===== config.mk =====
export PLATFORM = sky130hd
export DESIGN_NAME = reg_file
export DESIGN_NICKNAME = d
export VERILOG_FILES = /design/src/rtl/riscv_pkg.sv /design/src/rtl/reg_file_if.sv /design/src/rtl/rf_read_port.sv /design/src/rtl/reg_file.sv
export SDC_FILE = /design/constraint.sdc
export NUM_CORES = 2
export LEC_CHECK = 0
export BUFFER_PORTS_ARGS = -buffer_cell sky130_fd_sc_hd__buf_4
export CAP_MARGIN = 20
export CELL_PAD_IN_SITES_DETAIL_PLACEMENT = 0
export CELL_PAD_IN_SITES_GLOBAL_PLACEMENT = 1
export CORE_MARGIN = 4
export CORE_UTILIZATION = 55
export DETAILED_ROUTE_END_ITERATION = 6
export PLACE_DENSITY = 0.85
export SLEW_MARGIN = 20
export SYNTH_ARGS = -nofsm -noshare
export SYNTH_HDL_FRONTEND = slang
export SYNTH_HIERARCHICAL = 1
export SYNTH_SLANG_ARGS = --single-unit
export TNS_END_PERCENT = 5

===== constraint.sdc =====
create_clock -name clk_i -period 5.25 [get_ports clk_i]
set_clock_uncertainty 0.2 [all_clocks]
set_input_delay 0.7875 -clock clk_i [delete_from_list [all_inputs] [get_ports clk_i]]
set_output_delay 0.7875 -clock clk_i [all_outputs]
set_load 0.02 [all_outputs]

===== src/rtl/riscv_pkg.sv =====
// Shared RV32I definitions: machine width, register index type and the x0 index.
package riscv_pkg;

  localparam int XLEN       = 32;
  localparam int REG_ADDR_W = 5;
  localparam int NUM_REGS   = 2 ** REG_ADDR_W;

  typedef logic [XLEN-1:0]       word_t;
  typedef logic [REG_ADDR_W-1:0] reg_addr_t;

  localparam reg_addr_t X0 = '0;

endpackage


===== src/rtl/reg_file_if.sv =====
// Writeback bus into the register file; read ports snoop it for same-cycle bypass.
interface reg_file_if #(
  parameter int DATA_W = 32,
  parameter int ADDR_W = 5
);

  logic              en;
  logic [ADDR_W-1:0] addr;
  logic [DATA_W-1:0] data;

  modport master (output en, output addr, output data);
  modport slave  (input  en, input  addr, input  data);

endinterface


===== src/rtl/rf_read_port.sv =====
// One combinational read port: x0 masking, writeback bypass and reset forcing.
module rf_read_port
  import riscv_pkg::*;
#(
  parameter int DATA_W    = XLEN,
  parameter int ADDR_W    = REG_ADDR_W,
  parameter int NREGS     = NUM_REGS,
  parameter bit BYPASS_EN = 1'b1
) (
  input  logic              rst_n,
  reg_file_if.slave         wr,
  input  logic [ADDR_W-1:0] rs,
  input  logic [DATA_W-1:0] regs [1:NREGS-1],
  output logic [DATA_W-1:0] data
);

  // NOTE: assigning a default before any branch keeps every path driven, so no latch is inferred.
  always_comb begin
    data = '0;
    if (rst_n && rs != '0) begin
      if (BYPASS_EN && wr.en && wr.addr == rs) begin
        data = wr.data;
      end else begin
        data = regs[rs];
      end
    end
  end

endmodule


===== src/rtl/reg_file.sv =====
// RV32I integer register file: 31 stored registers (x0 reads zero), two async read
// ports with optional writeback bypass, one synchronous write port.
module reg_file
  import riscv_pkg::*;
#(
  parameter int DATA_W    = XLEN,
  parameter int ADDR_W    = REG_ADDR_W,
  parameter int NREGS     = 2 ** ADDR_W,
  parameter bit BYPASS_EN = 1'b1
) (
  input  logic              clk_i,
  input  logic              rst_i,
  input  logic [DATA_W-1:0] Write_data_i,
  input  logic              RegWriteE_i,
  input  logic [ADDR_W-1:0] Rd_i,
  input  logic [ADDR_W-1:0] Rs1_i,
  input  logic [ADDR_W-1:0] Rs2_i,
  output logic [DATA_W-1:0] Read_reg1_o,
  output logic [DATA_W-1:0] Read_reg2_o
);

  logic [DATA_W-1:0] regs [1:NREGS-1];

  reg_file_if #(.DATA_W(DATA_W), .ADDR_W(ADDR_W)) wr_bus ();

  assign wr_bus.en   = RegWriteE_i;
  assign wr_bus.addr = Rd_i;
  assign wr_bus.data = Write_data_i;

  // NOTE: the array is cleared by reset because software may read a register before writing it;
  // sequential state always uses non-blocking assignment so all reads see pre-edge values.
  always_ff @(posedge clk_i) begin
    if (!rst_i) begin
      for (int i = 1; i < NREGS; i++) begin
        regs[i] <= '0;
      end
    end else if (RegWriteE_i && Rd_i != '0) begin
      regs[Rd_i] <= Write_data_i;
    end
  end

  rf_read_port #(
    .DATA_W(DATA_W), .ADDR_W(ADDR_W), .NREGS(NREGS), .BYPASS_EN(BYPASS_EN)
  ) u_read1 (
    .rst_n (rst_i),
    .wr    (wr_bus.slave),
    .rs    (Rs1_i),
    .regs  (regs),
    .data  (Read_reg1_o)
  );

  rf_read_port #(
    .DATA_W(DATA_W), .ADDR_W(ADDR_W), .NREGS(NREGS), .BYPASS_EN(BYPASS_EN)
  ) u_read2 (
    .rst_n (rst_i),
    .wr    (wr_bus.slave),
    .rs    (Rs2_i),
    .regs  (regs),
    .data  (Read_reg2_o)
  );

endmodule


==> flow_metrics.tcl <==
set metrics [dict create \
    drive_gt1_frac 0.1973 \
    crit_arrival_ns 3.81 \
    cts.hold.buffers_added 0 \
    power_density_mw_per_mm2 298.5 \
    vias 41560 \
    first_pass_iters 6 \
    cts_tree "built" \
    nets 4894 \
    top_register "regs" \
    grt_start_max_net_pins 147 \
    cts_max_level 3 \
    clockPowerShare 0.463 \
    status "finished, final reports clean" \
    worst_pin_slew_ns 1.185 \
    fmax_mhz 208.3 \
    power_frac_comb 0.097 \
    cts_root_buffer "clkbuf_16" \
    antenna_found_initial 0 \
    clk_pin_slew_ns 0.06 \
    yosysUniqueCellTypes 49 \
    grtUsageTotal 0.3482 \
    cell_internal_pwr_w 0.01287 \
    rows 113 \
    period_minus_slack_ns 4.801 \
    routed_wl_um 179000 \
    p_switching_w 0.004478 \
    largest_reg_flops 992 \
    insertedDiodeCount 0 \
    routedWlPerCell_um 28.86 \
    cp_max_fo 69 \
    area_growth_pct 10.46 \
    slew_viol_final 0 \
    drv_cap 0 \
    syn_area_mm2 0.05262 \
    power_leakage_nw 24.45 \
    grt_pass1_wl_um 263700 \
    cts_buffers 106 \
    seq_power_share 0.439 \
    die_w_um 317.3 \
    synth.net_count 5038 \
    place.gp.congestion 0.8835 \
    synthCells 4988 \
    yosysSeqAreaShare 0.3774 \
    dieArea_mm2 0.1007 \
    drcViolationCount 0 \
    worstHoldPathType "input pin to register" \
    cts_resized 0 \
    ir_drop_mv 0.2366 \
    postRouteAntennaNets 0 \
    cts_setup_buffers 0 \
    io_buffers 113 \
    cp.required_ns 4.26 \
    slew_headroom 0.1898 \
    core_area_mm2 0.09501 \
    start_util 0.5538 \
    crit_type "input pin to output port" \
    p_sw_frac 0.2582 \
    finalCritPeriodShare 0.9146 \
    synth_warnings 6 \
    setup_viol 0 \
    synth_area_per_cell_um2 10.55 \
    grt_overflow 0 \
    drt_iter0_markers 4745 \
    pin_count 114 \
    hold_viol_final 0 \
    top_regs "regs: 992 flops" \
    fin_setup_tns_ns 0 \
    cts_max_path_buffers 3 \
    die_height_um 317.3 \
    cts_sinks 992 \
    ys_ff_latch 992 \
    hpwl_um 106900 \
    viasPerCell 6.701 \
    total_power_w 0.01735 \
    grt_pass1_vias 40070 \
    worstSetupEndpointType "output port" \
    rsz0062_at_grt "false" \
    clk_latency_ns 0.69 \
    startpoint_type "input pin" \
]
-- cell type report --
cell class | count | area [um2]
fill | 7744 | 36890
clock buffer | 147 | 3090
timing repair buffer | 283 | 2527
sequential | 992 | 19860
inverter | 2 | 7.507
clock inverter | 54 | 658.1
tap | 1265 | 1583
multi-input combinational | 3459 | 30400
-- power groups by stage --
stage	clock, W	sequential [W]	combinational (W)
detailed placement	0	0.00779	0.00164
CTS	0.00808	0.00762	0.00164
floorplan	0	0.00778	0.00105
finish	0.00803	0.00762	0.00169
global placement	0	0.00779	0.00162
global route	0.00839	0.00763	0.00173
-- synthesized netlist by cell type (all sizes together) --
| library cell | n | area, um2 |
|---|---|---|
| o32a | 12 | 120.1 |
| mux4 | 314 | 7072 |
| a221oi | 78 | 695.7 |
| a21o | 26 | 195.2 |
| o211ai | 10 | 75.07 |
| nand2 | 1116 | 4189 |
| mux2i | 1284 | 12850 |
| nand2b | 16 | 100.1 |
| o22a | 26 | 227.7 |
| and4bb | 3 | 37.54 |
| nand3 | 16 | 80.08 |
| a22oi | 64 | 480.5 |
| o21bai | 2 | 22.52 |
| mux2 | 128 | 1441 |
| a211o | 10 | 87.58 |
| a2111oi | 26 | 227.7 |
| inv | 2 | 7.510 |
| a31oi | 28 | 175.2 |
| xnor2 | 10 | 87.58 |
| or4 | 2 | 15.01 |
| or2 | 2 | 12.51 |
| nor4b | 1 | 15.01 |
| o22ai | 40 | 250.2 |
| and2 | 6 | 37.53 |
| a311oi | 10 | 87.58 |
| buf | 270 | 1640 |
| nand4b | 3 | 26.28 |
| a32o | 26 | 260.3 |
| or3 | 5 | 31.28 |
| o31ai | 12 | 90.09 |
| nor3 | 19 | 110.1 |
| dfxtp | 992 | 19860 |
| a211oi | 14 | 105.1 |
| and3b | 2 | 17.52 |
| nor3b | 2 | 25.02 |
| a21oi | 44 | 220.2 |
| a221o | 26 | 260.3 |
| o21ai | 6 | 30.03 |
| nor2b | 34 | 212.7 |
| clkbuf | 265 | 994.7 |
| nor2 | 33 | 123.9 |
| nand4 | 3 | 18.77 |
-- routing by layer --
metal / up-vias / wire [um] / GRT usage / share of wire
met1: 20880 / 71600 / 0.4690 / 0.40
met3: 530 / 16950 / 0.06399 / 0.095
met4: 0 / 9871 / 0.1655 / 0.055
met2: 2280 / 80590 / 0.5449 / 0.45
li1: 17870 / - / - / -
met5: - / 0 / 0 / 0
-- metrics by stage --
stage | std cells | worst slack, ns | hold WS (ns) | util | area [um2]
CTS | 6199 | 0.4939 | 0.2479 | 0.6110 | 58060
detailed placement | 5998 | 0.5103 | 0.2571 | 0.5716 | 54310
global placement | 5994 | 0.4457 | 0.2488 | 0.5707 | 54220
global route | 6202 | 0.3908 | 0.2720 | 0.6117 | 58120
finish | 6202 | 0.4485 | 0.2654 | 0.6117 | 58120
floorplan | 4988 | 1.721 | 0.2408 | - | 52620
-- cells in the final DEF (no fill, tap or decap), types with 8 or more instances in the layout --
| cell | n |
|---|---|
| buf_12 | 23 |
| o22a_1 | 26 |
| clkbuf_8 | 22 |
| nor2_1 | 20 |
| mux2_2 | 128 |
| a21o_1 | 26 |
| buf_4 | 246 |
| buf_8 | 8 |
| clkinvlp_4 | 8 |
| a211oi_1 | 14 |
| clkbuf_1 | 16 |
| nand2_2 | 17 |
| a21oi_1 | 44 |
| nor2b_1 | 30 |
| a211o_1 | 10 |
| dfxtp_1 | 992 |
| a31oi_1 | 28 |
| mux4_2 | 314 |
| a221oi_1 | 76 |
| xnor2_1 | 10 |
| bufinv_16 | 12 |
| nor2_4 | 12 |
| a2111oi_0 | 24 |
| o32a_1 | 12 |
| o22ai_1 | 40 |
| o211ai_1 | 10 |
| nor3_1 | 14 |
| a32o_1 | 26 |
| nand2_1 | 1095 |
| mux2i_1 | 1284 |
| o31ai_1 | 12 |
| nand2b_1 | 16 |
| a221o_1 | 26 |
| nand3_1 | 12 |
| a311oi_1 | 10 |
| clkinv_2 | 25 |
| a22oi_1 | 64 |
| clkbuf_16 | 109 |
-- critical path, cell delays in order --
cell and delay, ns:
buf_8 0.21, buf_12 0.43, buf_4 0.42, mux2i_1 0.16
a22oi_1 0.22, a21oi_1 0.11, a2111oi_0 0.88, buf_4 0.24
a21o_1 0.08, buf_4 0.13
-- final timing paths --
check | start | endpoint | slack [ns] | depth (start not counted)
setup / recovery | Rs2_i[1] | Read_reg2_o[24] | 0.45 | 10
hold / removal | rst_i | regs[71]$_SDFFE_PN0P_ | 0.27 | 3
setup reg to reg | regs[977]$_SDFFE_PN0P_ | regs[977]$_SDFFE_PN0P_ | 4.34 | 2
hold reg to reg | regs[568]$_SDFFE_PN0P_ | regs[568]$_SDFFE_PN0P_ | 0.27 | 2
-- cells by family (layout without fill, tap and decap cells) --
| logic type | after synthesis | after routing | synth area share |
|---|---|---|---|
| AO/OA/AOI/OAI | 460 | 460 | 0.06863 |
| XOR/XNOR | 10 | 10 | 0.001664 |
| flip-flops | 992 | 992 | 0.3774 |
| AND/OR/NAND/NOR | 1263 | 1263 | 0.09602 |
| buffers and inverters | 537 | 486 | 0.05022 |
| multiplexers | 1726 | 1726 | 0.4060 |
Power figures use the tool's default switching activity.
